<file path="src/rtl/temp_sampler_pkg.sv">
// rtl/temp_sampler_pkg.sv - shared constants and FSM encoding for temp_sampler
package temp_sampler_pkg;

   localparam int C_SAMPLE_W = 10;

   localparam logic signed [C_SAMPLE_W-1:0] C_RANGE_MIN = -10'sd40;
   localparam logic signed [C_SAMPLE_W-1:0] C_RANGE_MAX = 10'sd200;

   localparam int C_DEF_PERIOD   = 10;
   localparam int C_DEF_TIMEOUT  = 40;
   localparam int C_DEF_AVG_LOG2 = 2;

   typedef enum logic [1:0] {
      ST_IDLE    = 2'd0,
      ST_REQ     = 2'd1,
      ST_CAPTURE = 2'd2,
      ST_UPDATE  = 2'd3
   } state_t;

endpackage

</file>
<file path="src/rtl/temp_avg_window.sv">
// rtl/temp_avg_window.sv - circular moving-average window with running sum
// The average register is updated in the same clock as the load.
module temp_avg_window
   import temp_sampler_pkg::*;
#(
   parameter int g_avg_log2 = C_DEF_AVG_LOG2
) (
   input  logic                  i_clk,
   input  logic                  i_reset_n,
   input  logic                  i_load,
   input  logic                  i_prefill,
   input  logic [C_SAMPLE_W-1:0] i_sample,
   output logic [C_SAMPLE_W-1:0] o_avg
);

   localparam int C_DEPTH = 1 << g_avg_log2;
   localparam int C_SUM_W = C_SAMPLE_W + g_avg_log2;
   localparam int C_PTR_W = (g_avg_log2 > 0) ? g_avg_log2 : 1;

   logic [C_SAMPLE_W-1:0]     r_buf [C_DEPTH];
   logic [C_PTR_W-1:0]        r_wptr;
   logic signed [C_SUM_W-1:0] r_sum;
   logic [C_SAMPLE_W-1:0]     r_avg;

   logic signed [C_SUM_W-1:0] w_new;
   logic signed [C_SUM_W-1:0] w_oldest;
   logic signed [C_SUM_W-1:0] w_sum_next;
   logic [C_PTR_W-1:0]        w_wptr_next;

   assign w_new    = C_SUM_W'($signed(i_sample));
   assign w_oldest = C_SUM_W'($signed(r_buf[r_wptr]));

   // Prefill makes every slot equal to the first sample, so the sum is a plain shift.
   assign w_sum_next  = i_prefill ? (w_new <<< g_avg_log2) : (r_sum + w_new - w_oldest);
   assign w_wptr_next = (r_wptr == C_PTR_W'(C_DEPTH - 1)) ? '0 : r_wptr + 1'b1;

   always_ff @(posedge i_clk or negedge i_reset_n) begin
      if (!i_reset_n) begin
         for (int i = 0; i < C_DEPTH; i++) begin
            r_buf[i] <= '0;
         end
         r_wptr <= '0;
         r_sum  <= '0;
         r_avg  <= '0;
      end else if (i_load) begin
         if (i_prefill) begin
            for (int i = 0; i < C_DEPTH; i++) begin
               r_buf[i] <= i_sample;
            end
         end else begin
            r_buf[r_wptr] <= i_sample;
         end
         r_wptr <= w_wptr_next;
         r_sum  <= w_sum_next;
         r_avg  <= C_SAMPLE_W'(w_sum_next >>> g_avg_log2);
      end
   end

   assign o_avg = r_avg;

endmodule

</file>
<file path="src/rtl/temp_sampler.sv">
// rtl/temp_sampler.sv - periodic SPI temperature request, capture and averaging
// Optional macro SAMPLE_RANGE_CHECK_EN rejects samples outside -10.0 C..50.0 C.
module temp_sampler
   import temp_sampler_pkg::*;
#(
   parameter int g_sample_period = C_DEF_PERIOD,
   parameter int g_timeout       = C_DEF_TIMEOUT,
   parameter int g_avg_log2      = C_DEF_AVG_LOG2
) (
   input  logic                  i_clk,
   input  logic                  i_reset_n,
   input  logic                  i_enable,
   output logic                  o_read_therm,
   input  logic                  i_therm_ready,
   input  logic [C_SAMPLE_W-1:0] i_spi_temperature,
   output logic [C_SAMPLE_W-1:0] o_temperature,
   output logic                  o_temp_valid,
   output logic                  o_sample_stb,
   output logic                  o_therm_fault
);

   localparam int C_PER_W = $clog2(g_sample_period);
   localparam int C_TO_W  = $clog2(g_timeout + 1);

   state_t                r_state;
   logic [C_PER_W-1:0]    r_period_cnt;
   logic [C_TO_W-1:0]     r_timeout_cnt;
   logic                  r_read_therm;
   logic [C_SAMPLE_W-1:0] r_sample;
   logic                  r_temp_valid;
   logic                  r_sample_stb;
   logic                  r_therm_fault;

   logic                  w_load;
   logic [C_SAMPLE_W-1:0] w_avg;

`ifdef SAMPLE_RANGE_CHECK_EN
   logic w_in_range;
   assign w_in_range = ($signed(i_spi_temperature) >= C_RANGE_MIN) &&
                       ($signed(i_spi_temperature) <= C_RANGE_MAX);
`endif

   always_ff @(posedge i_clk or negedge i_reset_n) begin
      if (!i_reset_n) begin
         r_state       <= ST_IDLE;
         r_period_cnt  <= '0;
         r_timeout_cnt <= '0;
         r_read_therm  <= 1'b0;
         r_sample      <= '0;
         r_temp_valid  <= 1'b0;
         r_sample_stb  <= 1'b0;
         r_therm_fault <= 1'b0;
      end else begin
         r_sample_stb <= 1'b0;
         case (r_state)
            ST_IDLE: begin
               if (!i_enable) begin
                  r_period_cnt <= '0;
               end else if (r_period_cnt == C_PER_W'(g_sample_period - 1)) begin
                  // A stale ready from the previous read holds us at terminal count.
                  if (!i_therm_ready) begin
                     r_state       <= ST_REQ;
                     r_read_therm  <= 1'b1;
                     r_timeout_cnt <= '0;
                  end
               end else begin
                  r_period_cnt <= r_period_cnt + 1'b1;
               end
            end
            ST_REQ: begin
               if (i_therm_ready) begin
                  r_state      <= ST_CAPTURE;
                  r_read_therm <= 1'b0;
               end else if (r_timeout_cnt == C_TO_W'(g_timeout - 1)) begin
                  r_state       <= ST_IDLE;
                  r_read_therm  <= 1'b0;
                  r_therm_fault <= 1'b1;
                  r_period_cnt  <= '0;
               end else begin
                  r_timeout_cnt <= r_timeout_cnt + 1'b1;
               end
            end
            ST_CAPTURE: begin
               r_sample <= i_spi_temperature;
`ifdef SAMPLE_RANGE_CHECK_EN
               if (w_in_range) begin
                  r_state <= ST_UPDATE;
               end else begin
                  r_state       <= ST_IDLE;
                  r_therm_fault <= 1'b1;
                  r_period_cnt  <= '0;
               end
`else
               r_state <= ST_UPDATE;
`endif
            end
            ST_UPDATE: begin
               r_state       <= ST_IDLE;
               r_sample_stb  <= 1'b1;
               r_temp_valid  <= 1'b1;
               r_therm_fault <= 1'b0;
               r_period_cnt  <= '0;
            end
            default: begin
               r_state <= ST_IDLE;
            end
         endcase
      end
   end

   assign w_load = (r_state == ST_UPDATE);

   temp_avg_window #(
      .g_avg_log2 (g_avg_log2)
   ) u_window (
      .i_clk     (i_clk),
      .i_reset_n (i_reset_n),
      .i_load    (w_load),
      .i_prefill (!r_temp_valid),
      .i_sample  (r_sample),
      .o_avg     (w_avg)
   );

   assign o_read_therm  = r_read_therm;
   assign o_temperature = w_avg;
   assign o_temp_valid  = r_temp_valid;
   assign o_sample_stb  = r_sample_stb;
   assign o_therm_fault = r_therm_fault;

endmodule

</file>
<file path="config.mk">
export PLATFORM = sky130hd
export DESIGN_NAME = temp_sampler
export DESIGN_NICKNAME = d
export VERILOG_FILES = /design/src/rtl/temp_sampler_pkg.sv /design/src/rtl/temp_avg_window.sv /design/src/rtl/temp_sampler.sv
export SDC_FILE = /design/constraint.sdc
export NUM_CORES = 1
export LEC_CHECK = 0
export BUFFER_PORTS_ARGS = -buffer_cell sky130_fd_sc_hd__buf_2
export CORE_MARGIN = 2
export CORE_UTILIZATION = 30
export CTS_BUF_LIST = sky130_fd_sc_hd__clkbuf_4 sky130_fd_sc_hd__clkbuf_8
export DETAILED_ROUTE_END_ITERATION = 8
export GPL_TIMING_DRIVEN = 0
export PLACE_DENSITY = 0.51
export SLEW_MARGIN = 0
export SYNTH_ARGS = -nofsm -noshare
export SYNTH_HDL_FRONTEND = slang
export SYNTH_HIERARCHICAL = 1
export SYNTH_SLANG_ARGS = --single-unit
</file>
<file path="constraint.sdc">
create_clock -name i_clk -period 6.85 [get_ports i_clk]
set_input_delay 0.3425 -clock i_clk [delete_from_list [all_inputs] [get_ports i_clk]]
set_output_delay 0.3425 -clock i_clk [all_outputs]
set_load 0.005 [all_outputs]
</file>
==> flow_metrics.tcl, run 1 <==
set metrics [dict create \
    crit_start "u_window/r_wptr[0]" \
    diodes 0 \
    syn-num-nets 489 \
    min_period_ns 3.79 \
    numCtsBuffers 9 \
    cts.sinks 80 \
    crit_path_start_kind "flip-flop" \
    globalRouteOverflowTotal 0 \
    cts_tree "done" \
    clk_latency_ns 0.37 \
    ys_seq_area_frac 0.437 \
    num_vias 3318 \
    syn2layout_area_growth_pct 13.9 \
    die_h_um 128 \
    fmax_ghz 0.264 \
    hpwl_mm 7.64 \
    ys_types 59 \
    cts_root_buf "clkbuf_8" \
    avgViaCountPerCell 4.90 \
    fin_tns_setup_ns 0 \
    tightest_slew_ns 0.720 \
    antenna_found_initial 0 \
    maxCapViolations 0 \
    reg2reg_depth 11 \
    yosysWarnings 6 \
    holdPathStages 2 \
    core_area_mm2 0.0150 \
    final_hold_viol_count 0 \
    synth_edf_count 0 \
    start_util 0.304 \
    cts.path.max_buffers 2 \
    worstSetupPathType "reg2reg" \
    status "complete, no violations" \
    slew_violations 0 \
    cts_resized 0 \
    ys_seq_elements 80 \
    avgSynthCellArea_um2 10.3 \
    regToRegSetupSlack_ns 3.06 \
    post_cts_buffers 0 \
    rr_startpoint "u_window/r_wptr[0]" \
    place_congestion 0.839 \
    ctsHtreeMaxLevel 3 \
    setup_viol 0 \
    wirelength_mm 10.6 \
    drive_gt1_frac 0.209 \
    grt_pass1_wl_mm 17.8 \
    rsz0062_at_grt "no" \
    syn_inst 444 \
    antenna_left 0 \
    track_usage 0.141 \
    path_clk_slew_ns 0.09 \
    firstDrtPassIters 4 \
    reg2reg_to "u_window/o_avg[5]" \
    syn_area_mm2 0.00458 \
    critPathRequiredTime_ns 7.08 \
    port_buffers 27 \
    io_pins 28 \
    arrival_ns 4.02 \
    grt_max_degree 47 \
    hold_start "i_spi_temperature[1]" \
    drc 0 \
    end_kind "flip-flop" \
    wl_per_cell_um 15.7 \
    worstHoldEndpoint "r_sample[1]" \
    worstHoldPathType "in2reg" \
    synth_flop_cell "dfrtp_1" \
    layout_common_cells "dfrtp_1, o21ai_0, inv_1, nand2_1, buf_2" \
    nNetsFinal 529 \
    crit_path_max_fanout 10 \
    post-route-period-util 0.553 \
    slew_headroom 0.520 \
    rows 45 \
    die-area_mm2 0.0163 \
    synthArstFlopShare 1.00 \
    drt_iter0_markers 202 \
    layout_commonest_cell "dfrtp_1" \
    grt_pass1_vias 3477 \
    finalClockSkew_ns 0.00895 \
    die_x_um 128 \
]
-- cell families (layout without fill, tap and decap cells) --
kind of cell / count (synthesis) / count (layout) / share of synthesized area
adder cells (fa/ha/maj): 31 / 31 / 0.103
flip-flops: 80 / 80 / 0.437
AND/OR/NAND/NOR: 108 / 108 / 0.120
XOR/XNOR: 6 / 6 / 0.0115
multiplexers: 31 / 31 / 0.0992
buffers and inverters: 77 / 122 / 0.0755
AO/OA/AOI/OAI: 111 / 111 / 0.153
-- how the worst max path moves through the flow --
stage | endpoint | cells past startpoint
after floorplan | u_window/o_avg[8] | 11
after global placement | u_window/o_avg[5] | 11
after detailed placement | u_window/o_avg[5] | 11
after CTS | u_window/o_avg[5] | 11
after global routing | u_window/o_avg[5] | 11
final | u_window/o_avg[5] | 11
-- cell type report --
type	count	area, um^2
flip-flops and latches	80	2000
multi-input cells	287	2230
clock inverters	6	92.6
well taps	188	235
repair buffers	29	175
plain buffers	26	154
clock buffers	10	131
fillers	1528	9820
inverters	51	191
-- state kept, by name, summed over array words and instances (netlist names), named ones only --
name and count:
r_sample 10, o_read_therm 1, u_window/r_sum 2, o_sample_stb 1, u_window/o_avg 10, o_temp_valid 1
u_window/r_wptr 2, o_therm_fault 1, r_period_cnt 4, r_timeout_cnt 6, u_window/r_buf 40, r_state 1
-- per-stage QoR --
stage	setup WS [ns]	hold slack (ns)	util	cells	cell area [um^2]
detailed placement	3.06	0.338	0.331	660	4980
floorplan	3.54	0.0469	-	444	4580
global placement	3.03	0.457	0.329	659	4950
CTS	3.02	0.177	0.347	677	5210
finish	3.06	0.201	0.347	677	5210
global route	2.82	0.195	0.347	677	5210
-- synthesized netlist by cell type (2+ instances only) --
library cell  number  share of area
clkbuf_1           6         0.0049
nand2_1           50          0.041
xor2_1             3         0.0057
nand3_1           11          0.012
o21ai_0           55          0.060
o211ai_1           3         0.0049
mux4_2            10          0.049
o31a_1             2         0.0038
and2_1             3         0.0041
mux2_2            14          0.034
buf_2              6         0.0066
dfrtp_1           80           0.44
a31oi_1            3         0.0041
a21oi_1           17          0.019
nand2b_1           3         0.0041
buf_1              2         0.0016
ha_1              20          0.055
and3_1             2         0.0027
nor2b_1            4         0.0055
nor3_1             2         0.0022
nor2_1            15          0.012
nor4_1             2         0.0027
fa_1              11          0.048
o21ai_2            4         0.0077
a22o_1             3         0.0057
nand4_1            2         0.0027
a21o_1             6         0.0098
inv_1             51          0.042
xnor2_1            3         0.0057
mux2i_1            6          0.013
buf_4             11          0.018
o21a_1             7          0.011
-- metal layers --
| metal | global-route usage | wire length [um] | vias up |
|---|---|---|---|
| met2 | 0.240 | 5170 | 48 |
| li1 | - | - | 1594 |
| met1 | 0.183 | 5030 | 1664 |
| met5 | 0 | 0 | - |
| met3 | 0.0289 | 335 | 12 |
| met4 | 0.0375 | 109 | 0 |
-- critical path, cell delays in order (launching register included) --
cell and delay [ns]:
dfrtp_1 0.52, buf_2 0.38, mux4_2 0.57, fa_1 0.49, inv_1 0.04, ha_1 0.35, a21o_1 0.20, a21oi_1 0.19
nand2_1 0.12, a31oi_1 0.41, mux2i_1 0.26, o211ai_1 0.11
-- repair_timing --
action / in CTS / in global routing
hold buffers: 1 / 0
hold endpoints to repair: 34 / 0
setup endpoints to repair: 0 / 0
Power of run 1 is not shown: default switching activity piles up to over one toggle a cycle in this logic, so the estimate is an artifact.
==> inputs of run 2 (changes only) <==
--- a/config.mk
+++ b/config.mk
@@ -5,6 +5,7 @@
 export SDC_FILE = /design/constraint.sdc
 export NUM_CORES = 1
 export LEC_CHECK = 0
+export ABC_AREA = 1
 export BUFFER_PORTS_ARGS = -buffer_cell sky130_fd_sc_hd__buf_2
 export CORE_MARGIN = 2
 export CORE_UTILIZATION = 30
==> constraint.sdc (replaced) <==
create_clock -name i_clk -period 3.7 [get_ports i_clk]
set_input_delay 0.185 -clock i_clk [delete_from_list [all_inputs] [get_ports i_clk]]
set_output_delay 0.185 -clock i_clk [all_outputs]
set_load 0.005 [all_outputs]
==> run 2 against run 1 <==
Synthesized cell count increased by 30%. Clock-buffer cell count increased by 3. Critical path depth increased by 3. Highest routed layer unchanged. Fmax increased by 15%. Non-clock buffer count increased by 2. Critical endpoint is now u_window/o_avg[6]. Area after synthesis increased by 2.1%. Design area increased by 0.70%. Global-route usage increased by 1.1 points. Clock skew decreased by 0.0013 ns. Register-to-register slack got worse by 2.7 ns. Worst setup slack got worse by 2.7 ns.
==> flow_metrics.tcl, run 2 <==
set metrics [dict create \
    slew_violations 0 \
    cts.sinks 80 \
    hpwl_mm 8.35 \
    cts_resized 0 \
    layout_commonest_cell "nand2_1" \
    tightest_slew_ns 0.615 \
    wl_per_cell_um 14.3 \
    ys_seq_elements 80 \
    crit_path_max_fanout 10 \
    arrival_ns 3.53 \
    port_buffers 27 \
    antenna_found_initial 0 \
    num-fill-cells 1626 \
    cts.path.max_buffers 2 \
    setup_viol 0 \
    synthTopCellsByCount "nand2_1, inv_1, dfrtp_1, o21ai_0, nor2_1" \
    rows 45 \
    post_cts_buffers 0 \
    numCtsBuffers 9 \
    post-route-period-util 0.890 \
    syn2layout_area_growth_pct 12.3 \
    rsz0062_at_grt "no" \
    antenna_left 0 \
    die-area_mm2 0.0166 \
    holdBufCountCts 1 \
    fin_tns_setup_ns 0 \
    min_period_ns 3.29 \
    grt_max_degree 67 \
    avgSynthCellArea_um2 8.07 \
    ctsHtreeMaxLevel 3 \
    end_kind "flip-flop" \
    syn_inst 579 \
    status "complete, no violations" \
    drc 0 \
    crit_path_start_kind "flip-flop" \
    track_usage 0.152 \
    fmax_ghz 0.304 \
    path_clk_slew_ns 0.08 \
    yosys.area.top_type "dfrtp_1" \
    synth_flop_cell "dfrtp_1" \
    ys_types 34 \
    largest_register_ffs 40 \
    syn-num-nets 624 \
    yosysWarnings 6 \
    synthArstFlopShare 1.00 \
    finalClockSkew_ns 0.00762 \
    use_met1 0.195 \
    wirelength_mm 11.6 \
    num_vias 3831 \
    yosys-top-cells-area "dfrtp_1, nand2_1, o21ai_0" \
    globalRouteOverflowTotal 0 \
    synth.most_common_cell "nand2_1" \
    avgViaCountPerCell 4.73 \
    synth_edf_count 0 \
    cts_tree "done" \
    grt_use_met3 0.0399 \
    cts_root_buf "clkbuf_8" \
    nNetsFinal 664 \
    synth_top_area_frac 0.428 \
    drive_gt1_frac 0.138 \
    grt_use_met2 0.258 \
    place_congestion 0.836 \
    grt.busiest_layer "met2" \
    holdWs_ns 0.0572 \
    clk_latency_ns 0.35 \
    grt_pass1_wl_mm 19.5 \
    maxCapViolations 0 \
    firstDrtPassIters 5 \
    drt_iter0_markers 244 \
    final_hold_viol_count 0 \
    io_pins 28 \
    layout_common_cells "nand2_1, inv_1, dfrtp_1, o21ai_0, nor2_1" \
    critPathRequiredTime_ns 3.94 \
    start_util 0.307 \
    slew_headroom 0.590 \
    diodes 0 \
    regMostFlops "u_window/r_buf" \
    die_x_um 129 \
    worstHoldPathType "in2reg" \
    syn_area_mm2 0.00467 \
    grt_pass1_vias 3907 \
    die_h_um 129 \
    core_area_mm2 0.0152 \
    ys_seq_area_frac 0.428 \
    worstSetupPathType "reg2reg" \
]
==> run 2: changes by cell type in the layout (fill, tap and decap cells not counted), moves of 9 or more <==
cell and delta:
nand2_1 +98, o22ai_1 +9, inv_1 +31, mux4_2 -10, nor2_1 +23, nand3_1 +15, o21ai_0 +16
==> run 2: cells by family (layout without fill, tap and decap cells) <==
family | after synthesis | in the layout | share of synthesized area
and+or+nand+nor | 229 | 229 | 0.205
DFF | 80 | 80 | 0.428
AOI/OAI and AO/OA | 111 | 111 | 0.127
buffers and inverters | 113 | 156 | 0.105
xor gates and xnor gates | 5 | 5 | 0.00938
adders and majority gates | 31 | 31 | 0.101
muxes | 10 | 10 | 0.0241
==> run 2: metal layers <==
layer  part of all wire  vias to the layer above  routed length, um
li1                   -                     1912                  -
met3              0.045                        8                520
met2               0.47                       66               5430
met4             0.0068                        0                 79
met1               0.48                     1845               5540
met5                  0                        -                  0
==> run 2: final cells by class <==
cell class              instances  area, um^2  area share
clock inverters                 1        5.00    0.000954
multi-input cells             386        2180       0.415
inverters                      85         320      0.0610
repair buffers                 29         175      0.0334
well taps                     188         235      0.0448
plain buffers                  28         171      0.0327
flip-flops and latches         80        2000       0.381
clock buffers                  13         160      0.0305
==> run 2: stage by stage <==
| step | cell area [um^2] | setup slack [ns] | utilization | cells |
|---|---|---|---|---|
| 6_report | 5250 | 0.406 | 0.345 | 810 |
| 5_1_grt | 5250 | 0.135 | 0.345 | 810 |
| 4_1_cts | 5250 | 0.426 | 0.345 | 810 |
| 3_5_place_dp | 5070 | 0.456 | 0.334 | 795 |
| 3_3_place_gp | 5040 | 0.454 | 0.332 | 794 |
| 2_1_floorplan | 4670 | 1.12 | - | 579 |
==> run 2: worst paths after layout <==
kind	start	end	depth (start not counted)	slack (ns)
setup / recovery	u_window/r_wptr[0]	u_window/o_avg[6]	14	0.41
hold / removal	i_spi_temperature[0]	r_sample[0]	2	0.06
setup reg to reg	u_window/r_wptr[0]	u_window/o_avg[6]	14	0.41
hold reg to reg	u_window/r_buf[12]	u_window/r_buf[12]	2	0.48
max in group asynchronous	i_reset_n	r_sample[8]	3	2.86
min in group asynchronous	i_reset_n	u_window/r_buf[32]	2	0.23
==> run 2: critical path, cell delays in order (launching register included) <==
cell,delay [ns]
dfrtp_1,0.45
inv_1,0.13
clkbuf_1,0.41
o21ai_0,0.14
o22ai_1,0.27
fa_1,0.53
fa_1,0.44
inv_1,0.14
nand3_1,0.08
nand3_1,0.14
nand2_1,0.10
nand3_1,0.10
nand2_1,0.05
o21ai_1,0.12
nand2_1,0.07
Power of run 2 is left out for the same reason.
==> inputs of run 3 (changes only) <==
--- a/config.mk
+++ b/config.mk
@@ -11,7 +11,7 @@
 export CORE_UTILIZATION = 30
 export CTS_BUF_LIST = sky130_fd_sc_hd__clkbuf_4 sky130_fd_sc_hd__clkbuf_8
 export DETAILED_ROUTE_END_ITERATION = 8
-export GPL_TIMING_DRIVEN = 0
+export GPL_TIMING_DRIVEN = 1
 export PLACE_DENSITY = 0.51
 export SLEW_MARGIN = 0
 export SYNTH_ARGS = -nofsm -noshare
==> run 3 against run 2 <==
Critical path depth increased by 2. Wire length decreased by 4.3%. Worst setup slack improved by 0.12 ns. Clock-buffer cell count decreased by 1. Sequential share of layout area increased by 0.81 points. Flip-flop and latch count unchanged. Die area unchanged. Via count decreased by 5.0%. Design area decreased by 2.1%. Highest routed layer unchanged. Critical path type unchanged. Fmax increased by 3.6%.
==> flow_metrics.tcl, run 3 (synthesis gave the netlist of run 2 again) <==
set metrics [dict create \
    rsz0062_at_grt "no" \
    cts_resized 0 \
    regMostFlops "u_window/r_buf" \
    hpwl_mm 8.10 \
    grt_pass1_vias 3792 \
    wirelength_mm 11.1 \
    layout_commonest_cell "nand2_1" \
    firstDrtPassIters 4 \
    fmax_ghz 0.315 \
    drt_iter0_markers 226 \
    dpl_worst_slack_ns 0.543 \
    start_util 0.307 \
    worstHoldPathType "in2reg" \
    nNetsFinal 641 \
    die-area_mm2 0.0166 \
    status "complete, no violations" \
    clk_latency_ns 0.35 \
    min_period_ns 3.18 \
    maxCapViolations 0 \
    worstSetupPathType "reg2reg" \
    end_kind "flip-flop" \
    place_congestion 0.871 \
    numCtsBuffers 9 \
    largest_register_ffs 40 \
    num-fill-cells 1618 \
    fin_ws_ns 0.522 \
    grt_max_degree 50 \
    slew_headroom 0.482 \
    cts_root_buf "clkbuf_8" \
    die_h_um 129 \
    cts_tree "done" \
    syn2layout_area_growth_pct 9.99 \
    path_clk_slew_ns 0.08 \
    antenna_found_initial 0 \
    rows 45 \
    post_cts_buffers 0 \
    antenna_left 0 \
    track_usage 0.147 \
    tightest_slew_ns 0.772 \
    setup_viol 0 \
    grt_pass1_wl_mm 19.2 \
    slew_violations 0 \
    final_hold_viol_count 0 \
    cts.sinks 80 \
    post-route-period-util 0.859 \
    layout_common_cells "nand2_1, inv_1, dfrtp_1, o21ai_0, nor2_1" \
    diodes 0 \
    critPathRequiredTime_ns 3.91 \
    cts.path.max_buffers 2 \
    port_buffers 27 \
    die_x_um 129 \
    finalClockSkew_ns 0.00771 \
    io_pins 28 \
    num_vias 3639 \
    arrival_ns 3.39 \
    ctsHtreeMaxLevel 3 \
    crit_path_start_kind "flip-flop" \
    holdBufCountCts 1 \
    avgViaCountPerCell 4.61 \
    drive_gt1_frac 0.120 \
    crit_path_max_fanout 14 \
    globalRouteOverflowTotal 0 \
    wl_per_cell_um 14.0 \
    core_area_mm2 0.0152 \
    drc 0 \
    fin_tns_setup_ns 0 \
]
run 3: cell types whose count changed in the layout (fill, tap and decap cells not counted), sizes merged:
cell,change
buf,-17
bufinv,+1
clkbuf,-7
clkinvlp,+1
inv,+1
run 3: final timing paths:
path | from | end | slack (ns) | cells past startpoint
max | u_window/r_wptr[1] | u_window/o_avg[4] | 0.52 | 16
min | i_spi_temperature[4] | r_sample[4] | 0.07 | 2
max reg2reg | u_window/r_wptr[1] | u_window/o_avg[4] | 0.52 | 16
min reg2reg | o_read_therm | o_read_therm | 0.49 | 2
max in group asynchronous | i_reset_n | r_timeout_cnt[4] | 2.40 | 3
min in group asynchronous | i_reset_n | u_window/r_buf[34] | 0.41 | 2
run 3: layer usage:
| metal | global-route usage | routed length [um] | vias to the layer above |
|---|---|---|---|
| li1 | - | - | 1873 |
| met1 | 0.200 | 5540 | 1714 |
| met2 | 0.241 | 5200 | 48 |
| met3 | 0.0316 | 280 | 4 |
| met4 | 0.0326 | 51 | 0 |
| met5 | 0 | 0 | - |
run 3: critical path, stage by stage (launching register included):
cell and delay [ns]:
dfrtp_1 0.50, inv_1 0.37, o21ai_0 0.15, o22ai_1 0.20
ha_1 0.27, inv_1 0.05, ha_1 0.20, inv_1 0.08
fa_1 0.36, inv_1 0.15, nand3_1 0.09, nand3_1 0.16
nand2_1 0.09, nand3_1 0.08, nand3_1 0.12, nand2_1 0.09
o21ai_0 0.08
run 3: area by class of cell:
| cell class | instances | area [um^2] | area share |
|---|---|---|---|
| clock buffers | 12 | 159 | 0.0309 |
| clock inverters | 4 | 51.3 | 0.00998 |
| inverters | 85 | 320 | 0.0623 |
| multi-input cells | 386 | 2180 | 0.424 |
| flip-flops and latches | 80 | 2000 | 0.390 |
| well taps | 188 | 235 | 0.0458 |
| repair buffers | 34 | 193 | 0.0375 |
run 3: metrics by stage:
stage	cells	area, um^2	utilization	hold WS [ns]
floorplan	579	4670	-	-0.111
global placement	772	4920	0.324	0.275
detailed placement	772	4920	0.324	0.271
CTS	789	5140	0.338	0.0425
global route	789	5140	0.338	0.0380
finish	789	5140	0.338	0.0672
Power of run 3 is left out for the same reason.
